[src/rtl/iter_shift.sv]
// Iterative 32-bit shifter (SLL/SRL/SRA): up to STEP bit positions per clock, ceil(amt/STEP)+1 edges from accept to result.
// Accepts a request only in IDLE; holds the result in DONE until res_ready_i, and flush_i aborts at any point.
module iter_shift #(
  parameter int STEP = 4
) (
  input  logic        clk_i,
  input  logic        rst_i,
  input  logic        req_valid_i,
  output logic        req_ready_o,
  input  logic [2:0]  funct3_i,
  input  logic        funct7_i,
  input  logic [31:0] op1_i,
  input  logic [31:0] op2_i,
  input  logic        flush_i,
  output logic        res_valid_o,
  input  logic        res_ready_i,
  output logic [31:0] res_o,
  output logic        res_err_o,
  output logic        busy_o
);

  typedef enum logic [1:0] {
    S_IDLE  = 2'd0,
    S_SHIFT = 2'd1,
    S_DONE  = 2'd2
  } state_t;

  typedef enum logic [1:0] {
    OP_SLL = 2'd0,
    OP_SRL = 2'd1,
    OP_SRA = 2'd2
  } op_t;

  localparam logic [4:0] LP_STEP = 5'(STEP);

  state_t      r_state;
  state_t      w_state_nxt;
  logic [31:0] r_val;
  logic [4:0]  r_rem;
  op_t         r_op;
  logic        r_err;
  logic        r_sign;

  logic        w_accept;
  logic        w_legal;
  op_t         w_op_in;
  logic [4:0]  w_k;
  logic [4:0]  w_rem_nxt;
  logic [31:0] w_fill_mask;
  logic [31:0] w_shifted;
  logic        w_retire;
  logic        w_unused_op2;

  assign w_unused_op2 = ^op2_i[31:5];

  // Request decode
  assign w_accept = req_valid_i && (r_state == S_IDLE);
  assign w_legal  = (funct3_i == 3'b001) || (funct3_i == 3'b101);

  always_comb begin
    w_op_in = OP_SLL;
    if (funct3_i == 3'b101) begin
      w_op_in = funct7_i ? OP_SRA : OP_SRL;
    end
  end

  // One iteration of the shifter: k = min(remaining, STEP)
  assign w_k         = (r_rem > LP_STEP) ? LP_STEP : r_rem;
  assign w_rem_nxt   = r_rem - w_k;
  assign w_fill_mask = ~(32'hFFFF_FFFF >> w_k);

  always_comb begin
    w_shifted = r_val;
    case (r_op)
      OP_SLL:  w_shifted = r_val << w_k;
      OP_SRL:  w_shifted = r_val >> w_k;
      OP_SRA:  w_shifted = (r_val >> w_k) | (r_sign ? w_fill_mask : 32'h0);
      default: w_shifted = r_val;
    endcase
  end

  assign w_retire = (r_state == S_DONE) && res_ready_i;

  // Next-state logic; flush overrides everything
  always_comb begin
    w_state_nxt = r_state;
    if (flush_i) begin
      w_state_nxt = S_IDLE;
    end else begin
      case (r_state)
        S_IDLE: begin
          if (req_valid_i) begin
            w_state_nxt = (w_legal && (op2_i[4:0] != 5'd0)) ? S_SHIFT : S_DONE;
          end
        end
        S_SHIFT: begin
          if (w_rem_nxt == 5'd0) begin
            w_state_nxt = S_DONE;
          end
        end
        S_DONE: begin
          if (res_ready_i) begin
            w_state_nxt = S_IDLE;
          end
        end
        default: w_state_nxt = S_IDLE;
      endcase
    end
  end

  always_ff @(posedge clk_i or posedge rst_i) begin
    if (rst_i) begin
      r_state <= S_IDLE;
    end else begin
      r_state <= w_state_nxt;
    end
  end

  // Operand/working registers; cleared when an operation ends so IDLE holds zeros
  always_ff @(posedge clk_i or posedge rst_i) begin
    if (rst_i) begin
      r_val  <= 32'h0;
      r_rem  <= 5'd0;
      r_op   <= OP_SLL;
      r_err  <= 1'b0;
      r_sign <= 1'b0;
    end else if (flush_i || w_retire) begin
      r_val  <= 32'h0;
      r_rem  <= 5'd0;
      r_op   <= OP_SLL;
      r_err  <= 1'b0;
      r_sign <= 1'b0;
    end else if (w_accept) begin
      r_val  <= w_legal ? op1_i : 32'h0;
      r_rem  <= w_legal ? op2_i[4:0] : 5'd0;
      r_op   <= w_op_in;
      r_err  <= ~w_legal;
      r_sign <= op1_i[31];
    end else if (r_state == S_SHIFT) begin
      r_val <= w_shifted;
      r_rem <= w_rem_nxt;
    end
  end

  assign req_ready_o = (r_state == S_IDLE);
  assign busy_o      = (r_state != S_IDLE);
  assign res_valid_o = (r_state == S_DONE);
  assign res_o       = (r_state == S_DONE && !r_err) ? r_val : 32'h0;
  assign res_err_o   = (r_state == S_DONE) && r_err;

endmodule

[config.mk]
export PLATFORM = sky130hd
export DESIGN_NAME = iter_shift
export DESIGN_NICKNAME = d
export VERILOG_FILES = /design/src/rtl/iter_shift.sv
export SDC_FILE = /design/constraint.sdc
export NUM_CORES = 1
export LEC_CHECK = 0
export CAP_MARGIN = 15
export CELL_PAD_IN_SITES_DETAIL_PLACEMENT = 1
export CELL_PAD_IN_SITES_GLOBAL_PLACEMENT = 2
export CORE_MARGIN = 5
export CORE_UTILIZATION = 29
export DETAILED_ROUTE_END_ITERATION = 6
export PLACE_DENSITY = 0.9
export SLEW_MARGIN = 20
export SYNTH_ARGS = -nofsm -noshare
export SYNTH_HDL_FRONTEND = slang
export SYNTH_SLANG_ARGS = --single-unit
[constraint.sdc]
create_clock -name clk_i -period 3.41 [get_ports clk_i]
set_input_delay 0.341 -clock clk_i [delete_from_list [all_inputs] [get_ports clk_i]]
set_output_delay 0.341 -clock clk_i [all_outputs]
set_load 0.05 [all_outputs]
==> impl_summary.txt, run 1 <==
----------------------------------------------------
[Outcome]
  Result of the run ... complete, no violations

[Placed design]
  Placer Congestion ... 0.919
  Half-perimeter wire length of the detailed placement result ... 13700 um
  Placed Instance Area ... 0.00569 mm2
  Total instance count after detailed placement ... 867
  Buffers on Ports ... 81
  Worst slack, placed ... 0.535 ns

[Worst setup path]
  Cell depth of the worst flop-to-flop path ... 7
  Critical path buffer and inverter count ... 2
  Slowest cell on the critical path ... sky130_fd_sc_hd__clkdlybuf4s50_1
  Critical path arrival ... 2.88 ns
  Path type of the worst setup path ... flip-flop to output pin
  Critical path, cell by cell ... nor2b_1, nor2b_2, buf_4, and2_1, clkdlybuf4s50_1
  Gate family responsible for the most delay along the worst path ... buffers and inverters
  Worst Path Max Fanout ... 16
  Type of element launching the critical path ... flip-flop
  Worst reg2reg endpoint ... r_val[15]$_DFFE_PP0P_
  Largest stage delay, worst path ... 0.80 ns
  Endpoint required time on the critical path ... 3.07 ns
  FF-to-FF setup slack ... 0.58 ns
  Startpoint of the worst register-to-register path ... r_rem[3]$_DFFE_PP0P_
  Logic depth of the worst setup path including buffers ... 5
  Critical Path End Type ... output pin

[Clock tree]
  Source-to-sink clock delay at the later pin of the worst-skew pair ... 0.31 ns
  CTS H-Tree Depth ... 2
  TritonCTS buffer count ... 5
  Num Clock Sinks ... 43
  Clock slew at reported path FFs ... 0.07 ns
  Cts-stage hold buffer count ... 0
  Post-CTS Setup Inserts ... 0
  CTS resizes ... 0
  Library cell used as clock root buffer ... sky130_fd_sc_hd__clkbuf_16
  TritonCTS clock tree ... built
  Buffer levels on the longest clock path ... 2

[Logic synthesis]
  Top cell type's share of synthesized area ... 0.227
  Library cell with the largest summed area after synthesis ... sky130_fd_sc_hd__dfrtp_1
  Number of synthesized register bits ... 43
  Share of the yosys chip area belonging to registers ... 0.227
  Most common cell in the netlist ... sky130_fd_sc_hd__nand2_1
  Number of synthesized flops with an enable pin ... 0
  Post-synth design cell area ... 0.00474 mm2
  Top area cells in the synthesized netlist ... sky130_fd_sc_hd__dfrtp_1 23%, sky130_fd_sc_hd__mux2i_1 11%, sky130_fd_sc_hd__nand2_1 7.6%, sky130_fd_sc_hd__and2_1 4.6%, sky130_fd_sc_hd__a22oi_1 4.1%
  Synth unique cells ... 69
  Synthesized instance count ... 611
  Total of warnings raised by yosys ... 0
  List of most frequent post-synthesis cells ... 96 x sky130_fd_sc_hd__nand2_1, 54 x sky130_fd_sc_hd__mux2i_1, 43 x sky130_fd_sc_hd__dfrtp_1
  Top flip-flop cell by instance count after synthesis ... sky130_fd_sc_hd__dfrtp_1
  Number of nets produced by synthesis ... 688
  Post-synthesis area per instance ... 7.77 um2
  Async SR Flop Fraction ... 1.00

[Final layout]
  Net count reported at finish ... 735
  Filler-free cell count of the finished design ... 875
  Design Area, Final ... 0.00588 mm2
  Layout cells sized above 1 ... 0.112
  Synth-to-layout area growth ... 23.9%
  ANT cells ... 0

[STA]
  Total negative slack ... 0 ns
  Top achievable clock speed ... 311 MHz
  Unrepaired setup endpoints after global routing ... no
  Final worst-path cycle share ... 0.943
  Max Slew Vio Count ... 0
  Slew at the pin closest to its max-slew limit ... 0.870 ns
  Worst-case clock skew ... 0.00939 ns
  Final hold viol count ... 0
  Number of failing setup endpoints in the final timing report ... 0
  Fin crit period ... 3.22 ns
  Final worst setup slack ... 0.193 ns
  Hold_ws ... 0.405 ns
  Worst slew margin ... 0.417

[Floorplan]
  Vertical die dimension ... 138 um
  Rows ... 46
  Top-Level Pins ... 109
  Placeable core region ... 0.0159 mm2
  Area of the die ... 0.0190 mm2
  Initial core utilization ... 0.298
  Horizontal extent of the die ... 138 um

[Drt]
  Via Count ... 5262
  Average routed wire per standard cell ... 22.4 um
  Aggregate routed wire length ... 19600 um
  Number of antenna-violating nets in the routed design ... 0
  Iteration-0 DRC Markers ... 574
  Remaining DRCs ... 0
  First drt pass iteration count ... 5
  Average via count per standard cell ... 6.01

[Power]
  Combinational power share ... 0.389
  Cell Int Power ... 1.26 mW
  Relative contribution of the clock network to total power ... 0.311
  PwrDens ... 358 mW/mm2
  Worst-case vdd ir drop ... 0.180 mV
  Lkg Pwr ... 2.36 nW
  Flop pwr share ... 0.300
  Net Sw Frac ... 0.399
  Switching power total ... 840 uW

[GRT]
  Wire length of the first global-routing pass ... 31100 um
  Largest net degree at the start of global routing ... 37
  GRT overflow ... 0
  GRT Resource Usage Total ... 0.208
  Initial antenna violation count ... 0
  Number of global-route vias before repair ... 5544

[Min path]
  Hold/Removal Path Class ... input pin to async pin

[Run]
  Max capacitance violation total ... 0

----------------------------------------------------
## worst reg2reg max path, delay by kind of cell (launching register included)
family	cells	cell delay, ns
compound gates	3	0.76
flops	1	0.61
simple gates	1	0.39
buf+inv	2	0.60
mux	1	0.34
## cell families (layout without fill, tap and decap cells)
group           after synthesis  in the layout  share of synthesized area
compound gates              198            198                      0.286
mux                          67             67                      0.170
buf+inv                      81            129                     0.0807
simple gates                216            216                      0.223
fa+ha+maj                     4              4                     0.0105
flops                        43             43                      0.227
other cells                   1              1                   0.000790
xor+xnor                      1              1                    0.00185
## area by class of cell
type | count | area [um2]
multi-input combinational | 487 | 3300
sequential | 43 | 1080
tap | 216 | 270
timing repair buffer | 111 | 1000
clock buffer | 5 | 125
inverter | 10 | 37.5
fill | 1930 | 10100
clock inverter | 3 | 67.6
## sequential cells by signal, indices dropped and copies added, names as in the netlist
signal and count:
r_err 1, r_val 32, r_state 2, r_sign 1, r_op 2, r_rem 5
## power by group through the flow
| stage | clock [mW] | combinational (mW) | sequential, mW |
|---|---|---|---|
| after detailed placement | 0 | 0.801 | 0.638 |
| after global placement | 0 | 0.776 | 0.634 |
| after global routing | 0.680 | 0.876 | 0.638 |
| final | 0.655 | 0.818 | 0.632 |
| after CTS | 0.667 | 0.808 | 0.628 |
| after floorplan | 0 | 0.557 | 0.574 |
## routing by layer
layer / share of wire / GRT usage / vias to the layer above
li1: - / - / 2360
met4: 0.025 / 0.0785 / 0
met3: 0.053 / 0.0363 / 43
met2: 0.47 / 0.336 / 179
met1: 0.45 / 0.278 / 2680
met5: 0 / 0 / -
## through the flow
stage | utilization | total power, mW
final | 0.369 | 2.10
after global placement | 0.357 | 1.41
after detailed placement | 0.357 | 1.44
after CTS | 0.369 | 2.10
after global routing | 0.369 | 2.19
after floorplan | - | 1.13
## how the worst max path moves through the flow
stage / start / end
3_5_place_dp: r_state[1]$_DFFE_PP0P_ / res_o[16]
6_report: r_state[1]$_DFFE_PP0P_ / res_o[21]
5_1_grt: r_state[1]$_DFFE_PP0P_ / res_o[15]
2_1_floorplan: r_state[0]$_DFFE_PP0P_ / res_o[10]
4_1_cts: r_state[1]$_DFFE_PP0P_ / res_o[16]
3_3_place_gp: r_state[1]$_DFFE_PP0P_ / res_o[16]
## placed cells by master (no fill, tap or decap), types with 3 or more instances in the layout
cell type                         Yosys  routed
sky130_fd_sc_hd__inv_1                9       8
sky130_fd_sc_hd__mux2i_1             54      54
sky130_fd_sc_hd__or4_1                3       3
sky130_fd_sc_hd__nand2b_1             3       3
sky130_fd_sc_hd__ha_1                 4       4
sky130_fd_sc_hd__nor2b_1              5       3
sky130_fd_sc_hd__clkdlybuf4s50_1      0      67
sky130_fd_sc_hd__nand3_1             32      32
sky130_fd_sc_hd__o211ai_1             4       4
sky130_fd_sc_hd__a221o_1              3       3
sky130_fd_sc_hd__a211oi_1             3       3
sky130_fd_sc_hd__o21a_1               6       6
sky130_fd_sc_hd__nor2_1              23      23
sky130_fd_sc_hd__a22oi_1             26      26
sky130_fd_sc_hd__and2_1              35      35
sky130_fd_sc_hd__a22o_1               4       4
sky130_fd_sc_hd__o221ai_1             6       6
sky130_fd_sc_hd__nor3_1               3       3
sky130_fd_sc_hd__a221oi_1             7       7
sky130_fd_sc_hd__a31oi_1             16      16
sky130_fd_sc_hd__a222oi_1             3       3
sky130_fd_sc_hd__clkbuf_16            0       5
sky130_fd_sc_hd__a21oi_1             38      38
sky130_fd_sc_hd__nand2_1             96      96
sky130_fd_sc_hd__dfrtp_1             43      43
sky130_fd_sc_hd__o31ai_1             11      11
sky130_fd_sc_hd__o21bai_1             5       4
sky130_fd_sc_hd__o21ai_0             35      35
sky130_fd_sc_hd__mux2_2               3       3
sky130_fd_sc_hd__mux4_2               8       8
sky130_fd_sc_hd__a21o_1               3       3
sky130_fd_sc_hd__buf_4                2      44
sky130_fd_sc_hd__o2111ai_1            6       6
No activity file was read; power rests on OpenSTA's default activity.
==> run 2, diff against run 1 <==
HOLD_SLACK_MARGIN = 0.05   (was not set)
clock period = 3.6 ns   (was 3.41 ns; I/O delays follow)
==> run 2 against run 1 <==
Against the previous run: sequential cell count unchanged; clock power down 28%; die area stayed put; power decreased by 14%; cell area fell by 0.79%; critical path type unchanged.
==> impl_summary.txt, run 2 (synthesis gave the netlist of run 1 again) <==
----------------------------------------------------
[Outcome]
  Result of the run ... complete, no violations

[Final layout]
  ANT cells ... 0 (unchanged)
  Net count reported at finish ... 730 (-0.68%)
  Register with the highest flop count ... r_val
  Most common cell after layout, fill and taps aside ... sky130_fd_sc_hd__nand2_1
  Synth-to-layout area growth ... 22.9%
  Number of flip-flops in the largest register ... 32 (unchanged)
  Filler-free cell count of the finished design ... 870 (-0.57%)
  Design Area, Final ... 0.00583 mm2 (-0.79%)
  Layout cells sized above 1 ... 0.0826 (-0.0297)
  Most frequent cells in the layout ... 96 x sky130_fd_sc_hd__nand2_1, 81 x sky130_fd_sc_hd__clkdlybuf4s50_1, 54 x sky130_fd_sc_hd__mux2i_1, 43 x sky130_fd_sc_hd__dfrtp_1, 38 x sky130_fd_sc_hd__a21oi_1
  Final core utilization ... 0.366 (-0.00290)
  Biggest registers after layout ... r_val x32, r_rem x5

[Drt]
  First drt pass iteration count ... 5 (unchanged)
  Average via count per standard cell ... 5.93 (-1.3%)
  Number of antenna-violating nets in the routed design ... 0 (unchanged)
  Remaining DRCs ... 0 (unchanged)
  Aggregate routed wire length ... 18900 um (-3.7%)
  Via Count ... 5163 (-1.9%)
  Average routed wire per standard cell ... 21.7 um (-3.1%)
  Iteration-0 DRC Markers ... 443 (-23%)

[STA]
  Worst slew margin ... 0.443 (+0.0264)
  Final worst setup slack ... 0.585 ns (+0.392 ns)
  Unrepaired setup endpoints after global routing ... no
  Hold_ws ... 0.399 ns (-0.00540 ns)
  Fin crit period ... 3.01 ns
  Slew at the pin closest to its max-slew limit ... 0.831 ns (-0.0393 ns)
  Final hold viol count ... 0 (unchanged)
  Worst-case clock skew ... 0.00906 ns (-0.000331 ns)
  Final worst-path cycle share ... 0.837
  Max Slew Vio Count ... 0 (unchanged)
  Top achievable clock speed ... 332 MHz
  Number of failing setup endpoints in the final timing report ... 0 (unchanged)
  Total negative slack ... 0 ns (unchanged)

[Worst setup path]
  Type of element launching the critical path ... flip-flop
  Endpoint required time on the critical path ... 3.24 ns (+0.17 ns)
  Critical path arrival ... 2.65 ns (-0.23 ns)
  Critical Path End Type ... output pin
  Worst Path Max Fanout ... 16 (unchanged)
  Path type of the worst setup path ... flip-flop to output pin

[Clock tree]
  Cts-stage hold buffer count ... 0 (unchanged)
  TritonCTS buffer count ... 5 (unchanged)
  Num Clock Sinks ... 43 (unchanged)
  CTS resizes ... 0 (unchanged)
  Buffer levels on the longest clock path ... 2 (unchanged)
  TritonCTS clock tree ... built
  Post-CTS Setup Inserts ... 0 (unchanged)
  Clock slew at reported path FFs ... 0.07 ns (about the same)
  CTS H-Tree Depth ... 2 (unchanged)
  Library cell used as clock root buffer ... sky130_fd_sc_hd__clkbuf_16
  Source-to-sink clock delay at the later pin of the worst-skew pair ... 0.31 ns (about the same)

[Power]
  Cell Int Power ... 1.05 mW (-17%)
  Relative contribution of the clock network to total power ... 0.260 (-0.051)
  Net Sw Frac ... 0.425 (+0.0260)
  Final Power ... 1.82 mW (-14%)
  Switching power total ... 773 uW (-7.9%)
  PwrDens ... 312 mW/mm2 (-13%)
  Combinational power share ... 0.409 (+0.020)
  Worst-case vdd ir drop ... 0.176 mV (-2.3%)
  Lkg Pwr ... 2.28 nW (-3.2%)
  Flop pwr share ... 0.331 (+0.031)

[Run]
  Max capacitance violation total ... 0 (unchanged)

[Floorplan]
  Top-Level Pins ... 109 (unchanged)
  Rows ... 46 (unchanged)
  Horizontal extent of the die ... 138 um (unchanged)
  Vertical die dimension ... 138 um (unchanged)
  Placeable core region ... 0.0159 mm2 (unchanged)
  Initial core utilization ... 0.298 (unchanged)
  Area of the die ... 0.0190 mm2 (unchanged)

[GRT]
  Initial antenna violation count ... 0 (unchanged)
  Largest net degree at the start of global routing ... 27 (-27%)
  Number of global-route vias before repair ... 5458 (-1.6%)
  GRT overflow ... 0 (unchanged)
  Wire length of the first global-routing pass ... 30500 um (-1.9%)
  GRT Resource Usage Total ... 0.202 (-0.00595)

[Placed design]
  Worst slack, placed ... 0.662 ns (+0.127 ns)
  Placer Congestion ... 0.903 (-1.8%)
  Total instance count after detailed placement ... 862 (-0.58%)
  Half-perimeter wire length of the detailed placement result ... 13500 um (-1.7%)
  Buffers on Ports ... 81 (unchanged)
  Placed Instance Area ... 0.00568 mm2 (about the same)

[Min path]
  Hold/Removal Path Class ... input pin to async pin

----------------------------------------------------
## run 2: routing by layer
metal,part of all wire,up-vias,track usage
met1,0.46,2630,0.273
met5,0,-,0
met2,0.48,157,0.331
li1,-,2359,-
met3,0.053,17,0.0363
met4,0.012,0,0.0593
## run 2: final timing paths
check                                            start                endpoint  slack (ns)  cells after the start
worst max register to register    r_rem[3]$_DFFE_PP0P_  r_state[0]$_DFFE_PP0P_        0.64                      8
worst min register to register      r_sign$_DFFE_PP0P_      r_sign$_DFFE_PP0P_        0.54                      2
worst max-delay path            r_state[1]$_DFFE_PP0P_               res_o[15]        0.59                      5
max in group asynchronous                        rst_i    r_val[8]$_DFFE_PP0P_        2.44                      3
worst min-delay path                             rst_i   r_val[25]$_DFFE_PP0P_        0.40                      2
min in group clk_i                  r_sign$_DFFE_PP0P_      r_sign$_DFFE_PP0P_        0.54                      2
## run 2: power by group through the flow
stage                     clock network (mW)  logic [mW]  registers, mW
final                                  0.474       0.744          0.601
after global routing                   0.502       0.805          0.609
after global placement                     0       0.711          0.605
after floorplan                            0       0.527          0.544
after detailed placement                   0       0.734          0.608
after CTS                              0.483       0.738          0.599
## run 2: layout make-up
| cell class | instances | area, um2 |
|---|---|---|
| fill | 1920 | 10100 |
| multi-input combinational | 487 | 3310 |
| sequential | 43 | 1080 |
| timing repair buffer | 106 | 998 |
| tap | 216 | 270 |
| clock buffer | 6 | 129 |
| inverter | 10 | 37.5 |
| clock inverter | 2 | 12.5 |
## run 2: critical path: stages, from the launching register on
cell and delay [ns]:
sky130_fd_sc_hd__dfrtp_1 0.49, sky130_fd_sc_hd__nor2b_1 0.40, sky130_fd_sc_hd__nor2b_2 0.27, sky130_fd_sc_hd__buf_4 0.23, sky130_fd_sc_hd__and2_1 0.16, sky130_fd_sc_hd__clkdlybuf4s50_1 0.80
==> run 3, diff against run 2 <==
clock period = 2.92 ns   (was 3.6 ns; I/O delays follow)
==> run 3 against run 2 <==
Against the previous run: sequential cell count unchanged; power is 31% higher; clock skew about the same; wire length grew 1.8%; sequential share of layout area decreased by 0.95 points; via count grew 2.6%.
==> impl_summary.txt, run 3 (synthesis gave the netlist of run 1 again) <==
----------------------------------------------------
[Outcome]
  Result of the run ... complete, no violations

[Clock tree]
  Library cell used as clock root buffer ... sky130_fd_sc_hd__clkbuf_16
  Cts-stage hold buffer count ... 0 (unchanged)
  Post-CTS Setup Inserts ... 0 (unchanged)
  TritonCTS clock tree ... built
  Buffer levels on the longest clock path ... 2 (unchanged)
  CTS resizes ... 0 (unchanged)
  CTS H-Tree Depth ... 2 (unchanged)
  TritonCTS buffer count ... 5 (unchanged)
  Source-to-sink clock delay at the later pin of the worst-skew pair ... 0.30 ns (about the same)
  Clock slew at reported path FFs ... 0.07 ns (about the same)
  Num Clock Sinks ... 43 (unchanged)

[Worst setup path]
  Path type of the worst setup path ... flip-flop to flip-flop
  Critical Path End Type ... flip-flop
  FF-to-FF setup slack ... 0.30 ns (-0.34 ns)
  Largest stage delay, worst path ... 0.61 ns (-0.19 ns)
  Slowest cell on the critical path ... sky130_fd_sc_hd__mux4_1
  Endpoint required time on the critical path ... 3.09 ns (-0.15 ns)
  Cell depth of the worst flop-to-flop path ... 6 (-2)
  Type of element launching the critical path ... flip-flop
  Critical path, cell by cell ... nor4b_2, buf_4, mux4_1, mux2i_1, o21a_1, o21ai_0
  Worst Path Max Fanout ... 18 (+2)
  Startpoint of the worst register-to-register path ... r_rem[3]$_DFFE_PP0P_
  Timing startpoint of the critical path ... r_rem[3]$_DFFE_PP0P_
  Worst reg2reg endpoint ... r_val[25]$_DFFE_PP0P_
  Critical path arrival ... 2.79 ns (+0.14 ns)

[Final layout]
  Synth-to-layout area growth ... 29.6%
  Register with the highest flop count ... r_val
  ANT cells ... 0 (unchanged)
  Biggest registers after layout ... r_val x32, r_rem x5
  Most frequent cells in the layout ... 96 x sky130_fd_sc_hd__nand2_1, 54 x sky130_fd_sc_hd__mux2i_1, 49 x sky130_fd_sc_hd__clkdlybuf4s50_1, 47 x sky130_fd_sc_hd__buf_4, 43 x sky130_fd_sc_hd__dfrtp_1
  Filler cell count ... 1893 (-1.4%)
  Filler-free cell count of the finished design ... 882 (+1.4%)
  Most common cell after layout, fill and taps aside ... sky130_fd_sc_hd__nand2_1
  Number of flip-flops in the largest register ... 32 (unchanged)
  Net count reported at finish ... 743 (+1.8%)
  Design Area, Final ... 0.00615 mm2 (+5.4%)
  Layout cells sized above 1 ... 0.147 (+0.0646)

[STA]
  Final worst-path cycle share ... 0.897
  Total negative slack ... 0 ns (unchanged)
  Worst slew margin ... 0.488 (+0.0451)
  Unrepaired setup endpoints after global routing ... no
  Fin crit period ... 2.62 ns
  Slew at the pin closest to its max-slew limit ... 0.759 ns (-0.0711 ns)
  Number of failing setup endpoints in the final timing report ... 0 (unchanged)
  Worst-case clock skew ... 0.00917 ns (+0.000112 ns)
  Final hold viol count ... 0 (unchanged)
  Final worst setup slack ... 0.301 ns (-0.285 ns)
  Top achievable clock speed ... 382 MHz
  Max Slew Vio Count ... 0 (unchanged)

[Placed design]
  Placed Instance Area ... 0.00599 mm2 (+5.4%)
  Placer Congestion ... 0.888 (-1.6%)
  Worst slack, placed ... 0.330 ns (-0.332 ns)
  Total instance count after detailed placement ... 875 (+1.5%)
  Buffers on Ports ... 81 (unchanged)
  Half-perimeter wire length of the detailed placement result ... 13500 um (+0.15%)

[Power]
  Lkg Pwr ... 2.48 nW (+8.8%)
  PwrDens ... 387 mW/mm2 (+24%)
  Relative contribution of the clock network to total power ... 0.277 (+0.017)
  Net Sw Frac ... 0.405 (-0.0197)
  Cell Int Power ... 1.42 mW (+35%)
  Flop pwr share ... 0.306 (-0.025)
  Final Power ... 2.38 mW (+31%)
  Combinational power share ... 0.417 (+0.008)
  Worst-case vdd ir drop ... 0.208 mV (+18%)
  Switching power total ... 965 uW (+25%)

[Drt]
  Remaining DRCs ... 0 (unchanged)
  Via Count ... 5298 (+2.6%)
  Aggregate routed wire length ... 19200 um (+1.8%)
  Average routed wire per standard cell ... 21.8 um (+0.44%)
  First drt pass iteration count ... 5 (unchanged)
  Iteration-0 DRC Markers ... 518 (+17%)
  Average via count per standard cell ... 6.01 (+1.2%)
  Number of antenna-violating nets in the routed design ... 0 (unchanged)

[Floorplan]
  Horizontal extent of the die ... 138 um (unchanged)
  Placeable core region ... 0.0159 mm2 (unchanged)
  Initial core utilization ... 0.298 (unchanged)
  Top-Level Pins ... 109 (unchanged)
  Area of the die ... 0.0190 mm2 (unchanged)
  Rows ... 46 (unchanged)
  Vertical die dimension ... 138 um (unchanged)

[GRT]
  Number of global-route vias before repair ... 5590 (+2.4%)
  GRT overflow ... 0 (unchanged)
  Largest net degree at the start of global routing ... 44 (+63%)
  GRT Resource Usage Total ... 0.205 (+0.00251)
  Initial antenna violation count ... 0 (unchanged)
  Wire length of the first global-routing pass ... 30900 um (+1.4%)

[Run]
  Max capacitance violation total ... 0 (unchanged)

[Min path]
  Hold/Removal Path Class ... input pin to async pin

----------------------------------------------------
-- run 3: cell types whose count changed in the layout (fill, tap and decap cells not counted) --
cell,before,now
sky130_fd_sc_hd__buf_12,0,23
sky130_fd_sc_hd__clkinvlp_4,1,0
sky130_fd_sc_hd__o21bai_4,1,0
sky130_fd_sc_hd__o21bai_2,0,1
sky130_fd_sc_hd__bufinv_16,0,1
sky130_fd_sc_hd__clkinv_2,1,0
sky130_fd_sc_hd__buf_4,25,47
sky130_fd_sc_hd__clkdlybuf4s50_1,81,49
-- run 3: stage by stage --
| stage | hold slack [ns] | util |
|---|---|---|
| finish | 0.453 | 0.386 |
| global placement | 0.525 | 0.376 |
| detailed placement | 0.547 | 0.376 |
| floorplan | 0.355 | - |
| global route | 0.534 | 0.386 |
| CTS | 0.481 | 0.386 |
-- run 3: power by group through the flow --
stage	registers, mW	logic [mW]	clock network, mW
6_report	0.729	0.993	0.659
5_1_grt	0.737	1.07	0.682
4_1_cts	0.726	0.987	0.669
3_5_place_dp	0.737	0.979	0
3_3_place_gp	0.733	0.945	0
2_1_floorplan	0.670	0.650	0
-- run 3: cell type report --
cell class | instances | area [um2] | share of cell area
flip-flops and latches | 43 | 1080 | 0.175
clock buffers | 6 | 129 | 0.0210
clock inverters | 1 | 30.0 | 0.00488
inverters | 10 | 37.5 | 0.00611
multi-input cells | 487 | 3300 | 0.537
well taps | 216 | 270 | 0.0440
repair buffers | 119 | 1300 | 0.212
-- run 3: routing by layer --
metal	up-vias	wire, um	global-route usage
met3	25	1180	0.0341
met5	-	0	0
met4	0	352	0.0620
met1	2684	8460	0.274
li1	2385	-	-
met2	204	9240	0.339
-- run 3: how the worst max path moves through the flow --
stage,slack [ns],cells past startpoint,end
floorplan,0.28,5,res_o[10]
global placement,0.42,7,r_val[5]$_DFFE_PP0P_
detailed placement,0.33,7,r_val[5]$_DFFE_PP0P_
CTS,0.31,6,r_val[25]$_DFFE_PP0P_
global route,0.11,6,r_val[25]$_DFFE_PP0P_
finish,0.30,6,r_val[25]$_DFFE_PP0P_
-- run 3: worst max-delay path: cells and delay by family, from the launching register on --
family | cells | cell delay [ns]
muxes | 2 | 0.77
AOI/OAI and AO/OA | 2 | 0.23
DFF | 1 | 0.50
and+or+nand+nor | 1 | 0.60
buffers and inverters | 1 | 0.39
